==> config.mk <==
export PLATFORM = sky130hd
export DESIGN_NAME = pf_ddr3_rx_lane_align_flat
export DESIGN_NICKNAME = d
export VERILOG_FILES = /design/src/rtl/pf_ddr3_rx_lane_align_if.sv /design/src/rtl/pf_ddr3_rx_lane_align.sv /design/src/flat_wrapper.sv
export SDC_FILE = /design/constraint.sdc
export NUM_CORES = 1
export LEC_CHECK = 0
export BUFFER_PORTS_ARGS = -buffer_cell sky130_fd_sc_hd__buf_2
export CORE_MARGIN = 3
export CORE_UTILIZATION = 50
export CTS_BUF_LIST = sky130_fd_sc_hd__clkbuf_2 sky130_fd_sc_hd__clkbuf_4 sky130_fd_sc_hd__clkbuf_8
export CTS_CLUSTER_DIAMETER = 30
export DETAILED_ROUTE_END_ITERATION = 7
export PLACE_DENSITY = 0.83
export SLEW_MARGIN = 5
export SYNTH_ARGS = -nofsm -noshare
export SYNTH_HDL_FRONTEND = slang
export SYNTH_SLANG_ARGS = --single-unit
==> constraint.sdc <==
create_clock -name fab_clk_i -period 2.1 [get_ports fab_clk_i]
set_input_delay 0.42 -clock fab_clk_i [delete_from_list [all_inputs] [get_ports fab_clk_i]]
set_output_delay 0.42 -clock fab_clk_i [all_outputs]
set_load 0.01 [all_outputs]
==> src/rtl/pf_ddr3_rx_lane_align_if.sv <==
// Lane-side signal bundle for the DDR3 receive lane aligner.
// The slave modport is the aligner; the master modport drives the lane and watches results.
interface pf_ddr3_rx_lane_align_if;
    logic [7:0] rx_data_i;
    logic       rd_en_i;
    logic       train_start_i;
    logic       rx_bit_slip_o;
    logic [7:0] rx_data_o;
    logic       rx_valid_o;
    logic       train_busy_o;
    logic       train_done_o;
    logic       train_fail_o;
    logic [3:0] slip_count_o;

    modport slave (
        input  rx_data_i,
        input  rd_en_i,
        input  train_start_i,
        output rx_bit_slip_o,
        output rx_data_o,
        output rx_valid_o,
        output train_busy_o,
        output train_done_o,
        output train_fail_o,
        output slip_count_o
    );

    modport master (
        output rx_data_i,
        output rd_en_i,
        output train_start_i,
        input  rx_bit_slip_o,
        input  rx_data_o,
        input  rx_valid_o,
        input  train_busy_o,
        input  train_done_o,
        input  train_fail_o,
        input  slip_count_o
    );
endinterface

==> src/rtl/pf_ddr3_rx_lane_align.sv <==
// DDR3 read-training word aligner: compares the registered lane word against the
// MPR training pattern and pulses the IOD bit-slip until enough consecutive matches lock.
module pf_ddr3_rx_lane_align #(
    parameter logic [7:0]  TRAIN_PATTERN = 8'h55,
    parameter int unsigned MATCH_CNT     = 4,
    parameter int unsigned SLIP_WAIT     = 3,
    parameter int unsigned MAX_SLIPS     = 8
) (
    input  logic                          fab_clk_i,
    input  logic                          reset_n_i,
    pf_ddr3_rx_lane_align_if.slave        lane
);

    localparam logic [3:0] MATCH_CNT_C = 4'(MATCH_CNT);
    localparam logic [3:0] SLIP_WAIT_C = 4'(SLIP_WAIT);
    localparam logic [3:0] MAX_SLIPS_C = 4'(MAX_SLIPS);

    typedef enum logic [2:0] {
        ST_IDLE    = 3'd0,
        ST_COMPARE = 3'd1,
        ST_SLIP    = 3'd2,
        ST_WAIT    = 3'd3,
        ST_LOCKED  = 3'd4,
        ST_FAIL    = 3'd5
    } state_e;

    state_e     state_q, state_d;
    logic [3:0] match_q, match_d;
    logic [3:0] wait_q, wait_d;
    logic [3:0] slip_cnt_q, slip_cnt_d;
    logic [7:0] data_q;
    logic       valid_q;
    logic       slip_q, slip_d;
    logic       busy_q, busy_d;
    logic       done_q, done_d;
    logic       fail_q, fail_d;

    // Next-state and counter update for the training sequence.
    always_comb begin
        state_d    = state_q;
        match_d    = match_q;
        wait_d     = wait_q;
        slip_cnt_d = slip_cnt_q;
        case (state_q)
            ST_IDLE, ST_LOCKED, ST_FAIL: begin
                if (lane.train_start_i) begin
                    state_d    = ST_COMPARE;
                    match_d    = 4'd0;
                    wait_d     = 4'd0;
                    slip_cnt_d = 4'd0;
                end else begin
                    state_d = state_q;
                end
            end
            ST_COMPARE: begin
                if (data_q == TRAIN_PATTERN) begin
                    match_d = match_q + 4'd1;
                    if ((match_q + 4'd1) == MATCH_CNT_C) begin
                        state_d = ST_LOCKED;
                    end else begin
                        state_d = ST_COMPARE;
                    end
                end else begin
                    // A mismatch always wins, even on the cycle that would have locked.
                    match_d = 4'd0;
                    if (slip_cnt_q < MAX_SLIPS_C) begin
                        state_d = ST_SLIP;
                    end else begin
                        state_d = ST_FAIL;
                    end
                end
            end
            ST_SLIP: begin
                slip_cnt_d = slip_cnt_q + 4'd1;
                wait_d     = SLIP_WAIT_C;
                match_d    = 4'd0;
                state_d    = ST_WAIT;
            end
            ST_WAIT: begin
                match_d = 4'd0;
                if (wait_q <= 4'd1) begin
                    wait_d  = 4'd0;
                    state_d = ST_COMPARE;
                end else begin
                    wait_d  = wait_q - 4'd1;
                    state_d = ST_WAIT;
                end
            end
            default: begin
                state_d = ST_IDLE;
            end
        endcase
    end

    // Status flags are decoded from the next state so they leave a flop aligned with the state.
    always_comb begin
        slip_d = (state_d == ST_SLIP);
        busy_d = (state_d == ST_COMPARE) || (state_d == ST_SLIP) || (state_d == ST_WAIT);
        done_d = (state_d == ST_LOCKED);
        fail_d = (state_d == ST_FAIL);
    end

    // State, counters, data pipeline and status registers.
    always_ff @(posedge fab_clk_i) begin
        if (!reset_n_i) begin
            state_q    <= ST_IDLE;
            match_q    <= 4'd0;
            wait_q     <= 4'd0;
            slip_cnt_q <= 4'd0;
            data_q     <= 8'd0;
            valid_q    <= 1'b0;
            slip_q     <= 1'b0;
            busy_q     <= 1'b0;
            done_q     <= 1'b0;
            fail_q     <= 1'b0;
        end else begin
            state_q    <= state_d;
            match_q    <= match_d;
            wait_q     <= wait_d;
            slip_cnt_q <= slip_cnt_d;
            data_q     <= lane.rx_data_i;
            valid_q    <= lane.rd_en_i;
            slip_q     <= slip_d;
            busy_q     <= busy_d;
            done_q     <= done_d;
            fail_q     <= fail_d;
        end
    end

    assign lane.rx_bit_slip_o = slip_q;
    assign lane.rx_data_o     = data_q;
    assign lane.rx_valid_o    = valid_q;
    assign lane.train_busy_o  = busy_q;
    assign lane.train_done_o  = done_q;
    assign lane.train_fail_o  = fail_q;
    assign lane.slip_count_o  = slip_cnt_q;

endmodule

==> src/flat_wrapper.sv <==
// flat-port wrapper written by rule: the top's interface ports become plain ports
module pf_ddr3_rx_lane_align_flat 
#(
    parameter logic [7:0]  TRAIN_PATTERN = 8'h55,
    parameter int unsigned MATCH_CNT     = 4,
    parameter int unsigned SLIP_WAIT     = 3,
    parameter int unsigned MAX_SLIPS     = 8
)
  (fab_clk_i, reset_n_i, lane_rx_data_i, lane_rd_en_i, lane_train_start_i, lane_rx_bit_slip_o, lane_rx_data_o, lane_rx_valid_o, lane_train_busy_o, lane_train_done_o, lane_train_fail_o, lane_slip_count_o);
  pf_ddr3_rx_lane_align_if lane_i ();
  input  logic fab_clk_i;
  input  logic reset_n_i;
  input wire logic [$bits(lane_i.rx_data_i)-1:0] lane_rx_data_i;
  input wire logic [$bits(lane_i.rd_en_i)-1:0] lane_rd_en_i;
  input wire logic [$bits(lane_i.train_start_i)-1:0] lane_train_start_i;
  output wire logic [$bits(lane_i.rx_bit_slip_o)-1:0] lane_rx_bit_slip_o;
  output wire logic [$bits(lane_i.rx_data_o)-1:0] lane_rx_data_o;
  output wire logic [$bits(lane_i.rx_valid_o)-1:0] lane_rx_valid_o;
  output wire logic [$bits(lane_i.train_busy_o)-1:0] lane_train_busy_o;
  output wire logic [$bits(lane_i.train_done_o)-1:0] lane_train_done_o;
  output wire logic [$bits(lane_i.train_fail_o)-1:0] lane_train_fail_o;
  output wire logic [$bits(lane_i.slip_count_o)-1:0] lane_slip_count_o;
  assign lane_i.rx_data_i = lane_rx_data_i;
  assign lane_i.rd_en_i = lane_rd_en_i;
  assign lane_i.train_start_i = lane_train_start_i;
  assign lane_rx_bit_slip_o = lane_i.rx_bit_slip_o;
  assign lane_rx_data_o = lane_i.rx_data_o;
  assign lane_rx_valid_o = lane_i.rx_valid_o;
  assign lane_train_busy_o = lane_i.train_busy_o;
  assign lane_train_done_o = lane_i.train_done_o;
  assign lane_train_fail_o = lane_i.train_fail_o;
  assign lane_slip_count_o = lane_i.slip_count_o;
  pf_ddr3_rx_lane_align #(.TRAIN_PATTERN(TRAIN_PATTERN), .MATCH_CNT(MATCH_CNT), .SLIP_WAIT(SLIP_WAIT), .MAX_SLIPS(MAX_SLIPS)) u_core (.fab_clk_i(fab_clk_i), .reset_n_i(reset_n_i), .lane(lane_i));
endmodule
**Yosys cells after proc, flatten, opt, wreduce, memory -nomap -nowiden**

Cells that the tools add are included.

- Order comparisons: 2
- Multiplexer cells: 12
- Reduce and logical (&&, ||, !) cells: 11
- Equality and inequality tests: 13
- Add/subtract/negate cells: 3

Operator list:

| cell | number |
|---|---|
| case mux 4 bit (3 select lines) | 2 |
| == test 3 x 2 -> 1 bit, second input constant | 4 |
| == test 3 bit, second input constant | 4 |
| two-way mux 3 bit | 4 |
| two-way mux 4 bit | 3 |
| case mux 3 bit (4 select lines) | 1 |
| adder 4 x 1 -> 4 bit, second input constant | 2 |
| == test 8 x 7 -> 1 bit, second input constant | 1 |
| case mux 4 bit (2 select lines) | 1 |
| == test 3 x 1 -> 1 bit, second input constant | 2 |
| AND reduction 2 bit | 3 |
| nonzero test 3 bit | 2 |
| == test 4 x 3 -> 1 bit, second input constant | 1 |
| <= comparator 4 x 1 -> 1 bit, second input constant | 1 |
| less-than comparator 4 bit, second input constant | 1 |
| subtractor 4 x 1 -> 4 bit, second input constant | 1 |
| zero test 3 bit | 1 |
| OR reduction 3 bit | 1 |
| logical OR 1 bit | 2 |
| two-way mux 2 bit | 1 |
| inequality test 2 bit, second input constant | 1 |
| nonzero test 2 bit | 1 |
| OR reduction 2 bit | 1 |

- Word-level logic and storage cells: 51
- Output and inout port bits: 17
- Bits of input ports: 12
- Register bits: 28

**Longest topological paths before layout**

Gate-level depths: netlist (run 1).

- Word-level depth: 8
- Gate-level depth with buffers: 7
- Mapped depth without buffers: 7

**Worst setup path after synthesis (run 1)**

OpenSTA, ideal clock, no wires.

- Kind: flip-flop to flip-flop
- Start point: register u_core.match_q[0]
- End point: register u_core.state_q[2]
- Buffers on the path: 0
- Library setup time: 0.116 ns
- Required time: 1.984 ns
- Data arrival time: 1.381 ns
- Cell stages (with the launch flop): 7
- Period minus slack after synthesis: 1.497 ns
- Slack: 0.603 ns
- Cells stage by stage: dfxtp_1 > ha_1 > nor2b_1 > a21oi_1 > o32ai_2 > a22o_1 > and2_2

- Longest elaborated chain between the ends: 5

Ends and longest elaborated chain:

| what | RTL line | text |
|---|---|---|
| start, declared | pf_ddr3_rx_lane_align.sv:28 | `logic [3:0] match_q, match_d;` |
| start signal, assigned | pf_ddr3_rx_lane_align.sv:118 | `match_q <= match_d;` |
| adder 4 x 1 -> 4 bit | pf_ddr3_rx_lane_align.sv:58 | `if ((match_q + 4'd1) == MATCH_CNT_C) begin` |
| == test 4 x 3 -> 1 bit | pf_ddr3_rx_lane_align.sv:58 |  |
| two-way mux 3 bit | pf_ddr3_rx_lane_align.sv:58 |  |
| two-way mux 3 bit | pf_ddr3_rx_lane_align.sv:56 | `if (data_q == TRAIN_PATTERN) begin` |
| case mux 3 bit (4 select lines) | pf_ddr3_rx_lane_align.sv:44 | `case (state_q)` |
| end signal, assigned | pf_ddr3_rx_lane_align.sv:117 | `state_q <= state_d;` |
| end, declared | pf_ddr3_rx_lane_align.sv:27 | `state_e state_q, state_d;` |

Every way passes these cells.
A chain may end at the register's enable or synchronous reset.

**Worst setup path in the final report (run 1)**

- Start point: register u_core.wait_q[0]
- End point: register u_core.wait_q[2]

- Longest elaborated chain between the ends: 3
- Elaborated cells between the ends (all ways): 4
- Those cells by class: 1 x add/sub; 1 x order compare; 2 x mux

Ends and longest elaborated chain:

| what | RTL line | text |
|---|---|---|
| start, declared | pf_ddr3_rx_lane_align.sv:29 | `logic [3:0] wait_q, wait_d;` |
| start signal, assigned | pf_ddr3_rx_lane_align.sv:119 | `wait_q <= wait_d;` |
| subtractor 4 x 1 -> 4 bit or <= comparator 4 x 1 -> 1 bit (tied branches) | pf_ddr3_rx_lane_align.sv:85, pf_ddr3_rx_lane_align.sv:81 |  |
| two-way mux 4 bit (*) | pf_ddr3_rx_lane_align.sv:81 | `if (wait_q <= 4'd1) begin` |
| case mux 4 bit (3 select lines) (*) | pf_ddr3_rx_lane_align.sv:44 |  |

Mark *: on every way between the ends. The rest lies on a longest branch, timed or not.

==> results of run 1 <==
cell usage in the layout, fill, tap and decap left out:
cell type,count
o31ai_1,1
a211oi_2,1
a21oi_1,13
nand2_1,5
or3b_1,2
and3_1,1
nand3_1,3
dfxtp_1,28
a211oi_1,1
nand2b_2,1
nor3_1,6
o311ai_2,1
and4bb_2,2
o32ai_2,1
ha_1,5
o21ai_0,7
a32o_1,1
buf_2,28
nor2b_4,1
bufinv_16,1
and2_2,1
nor3b_2,1
a311oi_1,1
nand2_2,1
nand4_1,1
o22ai_1,1
clkbuf_4,3
and4_1,1
inv_1,5
and2_1,9
nor3b_1,1
nor2b_1,3
a22oi_1,3
o2bb2ai_1,1
nor2_1,24
a22o_1,1
nand2b_1,3
area by class of cell:
type / count / area [µm²]
well taps: 28 / 35.0
repair buffers: 28 / 140
clock inverters: 1 / 30.0
clock buffers: 3 / 22.5
flip-flops and latches: 28 / 561
inverters: 5 / 18.8
multi-input cells: 104 / 656
fillers: 191 / 835
how the worst min path moves through the flow:
stage	endpoint	slack, ps	cells past startpoint
global route	u_core.lane.rx_data_o[7]$_SDFF_PN0_	260	2
CTS	u_core.lane.rx_data_o[7]$_SDFF_PN0_	280	2
floorplan	u_core.wait_q[1]$_SDFFE_PN0P_	480	2
finish	u_core.lane.rx_data_o[4]$_SDFF_PN0_	290	2
detailed placement	u_core.lane.slip_count_o[3]$_SDFFE_PN0P_	500	1
global placement	u_core.lane.slip_count_o[3]$_SDFFE_PN0P_	490	1
critical path, cell delays in order (launching register included):
cell	delay [ps]
dfxtp_1	430
inv_1	60
ha_1	210
nor2_1	200
o311ai_2	170
or3b_1	410
a21oi_1	170
power by group:
group          total, µW  switching (µW)  internal, µW
Combinational        202             118          83.9
Clock                350             157           193
Sequential           595            32.4           563
Total               1150             308           840
through the flow:
step / area [µm²] / hold WS (ps)
6_report: 1460 / 288
5_1_grt: 1460 / 259
4_1_cts: 1460 / 279
3_5_place_dp: 1410 / 497
3_3_place_gp: 1410 / 489
2_1_floorplan: 1260 / 482
metal layers:
metal  vias to the layer above  share of wire (%)  track usage [%]
li1                        548                  -                -
met1                       483                 44             22.4
met2                        42                 48             30.2
met3                         2                7.4             6.03
met4                         0               0.53             2.71
met5                         -                  0                0
registers in the layout (all words and copies together), names as in the netlist, 3 cells and up:
name                      flops
u_core.match_q                4
u_core.lane.slip_count_o      4
u_core.lane.rx_data_o         8
u_core.state_q                3
u_core.wait_q                 4
logic make-up after synthesis:
family	share of synthesized area [%]
flip-flops	44.6
AND/OR/NAND/NOR	29.3
buffers and inverters	3.28
adder cells (fa/ha/maj)	4.98
AO/OA/AOI/OAI	17.9
==> flow_metrics.tcl, run 1 <==
set metrics [dict create \
    htreeDepth 1 \
    grt_start_max_net_pins 17 \
    cts_buffers 3 \
    hp-start "lane_rx_data_i[4]" \
    setup_viol 0 \
    hold_path_class "input pin to flip-flop" \
    max_freq_mhz 583 \
    crit_type "flip-flop to flip-flop" \
    num_vias 1075 \
    hold_viol_final 0 \
    hpwl_mm 1.98 \
    synth_cell_types 36 \
    yosys_warnings 0 \
    synthCells 141 \
    firstDrtPassIters 5 \
    final_nets 187 \
    endpoint "u_core.wait_q[2]$_SDFFE_PN0P_" \
    hold_buffers 0 \
    gp_congestion 0.831 \
    port_buffers 28 \
    p_total_uw 1150 \
    ys_ff_latch 28 \
    power_density_nw_per_um2 785 \
    clkSinkCount 28 \
    fp.dieH_um 56.2 \
    crit_required_ps 2360 \
    diodes 0 \
    yosysTopAreaCell "dfxtp_1" \
    crit_path_start "u_core.wait_q[0]$_SDFFE_PN0P_" \
    synth.cell_area_um2 1260 \
    drv_slew 0 \
    pin_count 29 \
    finalWorstSetupSlack_ps 385 \
    start_util_pct 54.7 \
    maxCapViolCount 0 \
    yosysTopAreaCellShare_pct 44.6 \
    cts_root_buf "clkbuf_4" \
    final_util_pct 63.7 \
    antenna_found_initial 0 \
    grt_pass1_wl_mm 4.60 \
    detail_route.iter0.violations 41 \
    tightest_slew_ps 485 \
    relSlewSlack_pct 67.6 \
    dp_cells 193 \
    synth.area.top_cells "dfxtp_1 (45%), nor2_1 (7.2%), a21oi_1 (5.2%)" \
    cp-start-kind "flip-flop" \
    drt-total-wl_mm 2.62 \
    clk_latency_ps 330 \
    routedWlPerCell_um 13.3 \
    synthesis.nets 158 \
    worst_ep_arrival_time_ps 1980 \
    grt_overflow 0 \
    fin_worst_skew_ps 7.11 \
    synth-edff-count 0 \
    power.leakage_uw 0.000637 \
    syn2layout_area_growth_pct 16.3 \
    die_w_um 56.2 \
    cts_setup_buffers 0 \
    antenna_left 0 \
    grt_pass1_vias 1035 \
    netlist_top_cells_count "dfxtp_1 (28), nor2_1 (24), a21oi_1 (13), and2_1 (9), o21ai_0 (7)" \
    synth_flop_cell "dfxtp_1" \
    r2r_slack_ps 380 \
    grt_usage_pct 17.9 \
    synth_async_sr_flop_share_pct 0 \
    rr_startpoint "u_core.wait_q[0]$_SDFFE_PN0P_" \
    post_cts_resize_count 0 \
    drive_gt1_share_pct 24.9 \
    vdd_drop_max_mv 0.621 \
    clk_pin_slew_worst_paths_ps 150 \
    final_cells 197 \
    dieArea_um2 3150 \
    ys_seq_area_share_pct 44.6 \
    r2r_end "u_core.wait_q[2]$_SDFFE_PN0P_" \
    core_area_um2 2300 \
    layout_min_cycle_time_ps 1720 \
    path_max_fanout 6 \
    drcViolationCount 0 \
    worst-r2r-cell-count 6 \
    place_worst_setup_slack_ps 454 \
    tritoncts "built" \
    rows 17 \
    synth_most_common_cell "dfxtp_1" \
    cts_buffer_depth 2 \
    min_period_over_period_pct 81.7 \
    avgSynthCellArea_um2 8.92 \
    run_status "complete, no violations" \
    fin_tns_setup_ps 0 \
    vias_per_cell 5.46 \
    rsz0062_at_grt "false" \
    crit_path_end_kind "flip-flop" \
]
Power figures use the tool's default switching activity.
==> run 2, diff against run 1 <==
--- a/config.mk
+++ b/config.mk
@@ -7,11 +7,11 @@
 export LEC_CHECK = 0
 export BUFFER_PORTS_ARGS = -buffer_cell sky130_fd_sc_hd__buf_2
 export CORE_MARGIN = 3
-export CORE_UTILIZATION = 50
+export CORE_UTILIZATION = 49
 export CTS_BUF_LIST = sky130_fd_sc_hd__clkbuf_2 sky130_fd_sc_hd__clkbuf_4 sky130_fd_sc_hd__clkbuf_8
 export CTS_CLUSTER_DIAMETER = 30
 export DETAILED_ROUTE_END_ITERATION = 7
-export PLACE_DENSITY = 0.83
+export PLACE_DENSITY = 0.85
 export SLEW_MARGIN = 5
 export SYNTH_ARGS = -nofsm -noshare
 export SYNTH_HDL_FRONTEND = slang
==> constraint.sdc (replaced) <==
create_clock -name fab_clk_i -period 1.45 [get_ports fab_clk_i]
set_input_delay 0.29 -clock fab_clk_i [delete_from_list [all_inputs] [get_ports fab_clk_i]]
set_output_delay 0.29 -clock fab_clk_i [all_outputs]
set_load 0.01 [all_outputs]
==> run 2 against run 1 <==
The flow now finishes with violations (setup timing); clock-buffer cell count stayed put; combinational power rose by 120%; final area grew 20%; non-clock buffer count grew 17.
==> flow_metrics.tcl, run 2 (synthesis results as in run 1) <==
set metrics [dict create \
    cts_buffer_depth 2 \
    fin_worst_skew_ps 8.93 \
    pin_count 29 \
    final_nets 204 \
    setup_viol 5 \
    crit_required_ps 1700 \
    num_vias 1220 \
    power.leakage_uw 0.000734 \
    core_area_um2 2320 \
    syn2layout_area_growth_pct 39.3 \
    p_total_uw 1810 \
    diodes 0 \
    path_max_fanout 4 \
    hold_path_class "input pin to flip-flop" \
    drv_slew 0 \
    crit_path_end_kind "flip-flop" \
    holdWs_ps 157 \
    hpwl_mm 2.04 \
    worst_ep_arrival_time_ps 1760 \
    port_buffers 28 \
    detail_route.iter0.violations 15 \
    run_status "complete, but fails checks" \
    hold_viol_final 0 \
    hold_depth 2 \
    cpLargestDelayFamily "compound AO/OA/AOI/OAI gates" \
    cp_slowest_stage_delay_ps 390 \
    clkSinkCount 28 \
    cp-start-kind "flip-flop" \
    largest_reg_flops 8 \
    rows 17 \
    clk_latency_ps 330 \
    htreeDepth 1 \
    cpMaxStageDelayCell "dfxtp_4" \
    gp_congestion 0.861 \
    drive_gt1_share_pct 46.8 \
    final_common_cell "buf_2" \
    maxCapViolCount 0 \
    layout_min_cycle_time_ps 1510 \
    die_w_um 56.7 \
    crit_type "flip-flop to flip-flop" \
    min_period_over_period_pct 104 \
    grt_pass1_wl_mm 5.14 \
    cp.depth 6 \
    routedWlPerCell_um 14.6 \
    tritoncts "built" \
    rsz0062_at_grt "true" \
    grt_start_max_net_pins 17 \
    vdd_drop_max_mv 0.981 \
    finalWorstSetupSlack_ps -64.2 \
    max_freq_mhz 660 \
    violations "setup timing" \
    path_buf_inv 0 \
    r2r_slack_ps -60 \
    drt-total-wl_mm 3.13 \
    fp.dieH_um 56.7 \
    vias_per_cell 5.70 \
    tightest_slew_ps 499 \
    start_util_pct 54.2 \
    antenna_found_initial 0 \
    grt_pass1_vias 1256 \
    grt_usage_pct 19.7 \
    cts_root_buf "clkbuf_4" \
    layout.cells.most_common_list "buf_2 (28), nor2_1 (21), dfxtp_1 (20), buf_4 (17), a21oi_1 (11)" \
    relSlewSlack_pct 66.7 \
    worst-r2r-cell-count 6 \
    dieArea_um2 3210 \
    clk_pin_slew_worst_paths_ps 150 \
    antenna_left 0 \
    firstDrtPassIters 4 \
    grt_overflow 0 \
    drcViolationCount 0 \
    crit_chain "ha_4 > nor2b_4 > a21oi_2 > o32ai_4 > a22o_1 > and4_1" \
    cts_buffers 3 \
    power_density_nw_per_um2 1030 \
]
[run 2: layout make-up]
| type | instances | area, µm² |
|---|---|---|
| Clock buffer | 3 | 22.5 |
| Multi-Input combinational cell | 104 | 802 |
| Sequential cell | 28 | 576 |
| Clock inverter | 1 | 30.0 |
| Fill cell | 174 | 567 |
| Inverter | 5 | 18.8 |
| Timing Repair Buffer | 45 | 268 |
| Tap cell | 28 | 35.0 |
[run 2: power by group]
| part | switching [µW] | total (µW) | internal, µW |
|---|---|---|---|
| logic | 240 | 449 | 208 |
| registers | 39.1 | 854 | 815 |
| clock network | 227 | 506 | 280 |
[run 2: stage by stage]
| step | TNS (ps) | cell area [µm²] | setup WS (ps) | instances | util [%] |
|---|---|---|---|---|---|
| after floorplan | -0.390 | 1260 | -0.390 | 141 | - |
| after detailed placement | -893 | 1490 | -138 | 203 | 64.3 |
| after global routing | -706 | 1750 | -144 | 214 | 75.6 |
| after global placement | -126 | 1490 | -40.3 | 203 | 64.3 |
| final | -179 | 1750 | -64.2 | 214 | 75.6 |
| after CTS | -84.8 | 1670 | -37.8 | 213 | 72.2 |
[run 2: routing by layer]
layer | up-vias | global-route usage [%] | wire length, µm
li1 | 584 | - | -
met4 | 0 | 4.41 | 55
met3 | 8 | 6.44 | 227
met2 | 56 | 36.0 | 1640
met1 | 572 | 21.8 | 1210
met5 | - | 0 | 0
[run 2: final timing paths]
kind	from	end
setup / recovery	u_core.match_q[0]$_SDFFE_PN0P_	u_core.lane.train_done_o$_SDFF_PN0_
hold / removal	lane_rd_en_i	u_core.lane.rx_valid_o$_SDFF_PN0_
setup reg to reg	u_core.match_q[0]$_SDFFE_PN0P_	u_core.lane.train_done_o$_SDFF_PN0_
hold reg to reg	u_core.lane.slip_count_o[3]$_SDFFE_PN0P_	u_core.lane.slip_count_o[3]$_SDFFE_PN0P_
[run 2: repair_timing]
| action | 4_1_cts | 5_1_grt |
|---|---|---|
| hold buffers | 0 | 0 |
| gates resized for setup | 23 | 17 |
| setup endpoints to repair | 10 | 18 |
| buffers inserted | 6 | 1 |
| pin swaps | 10 | 6 |
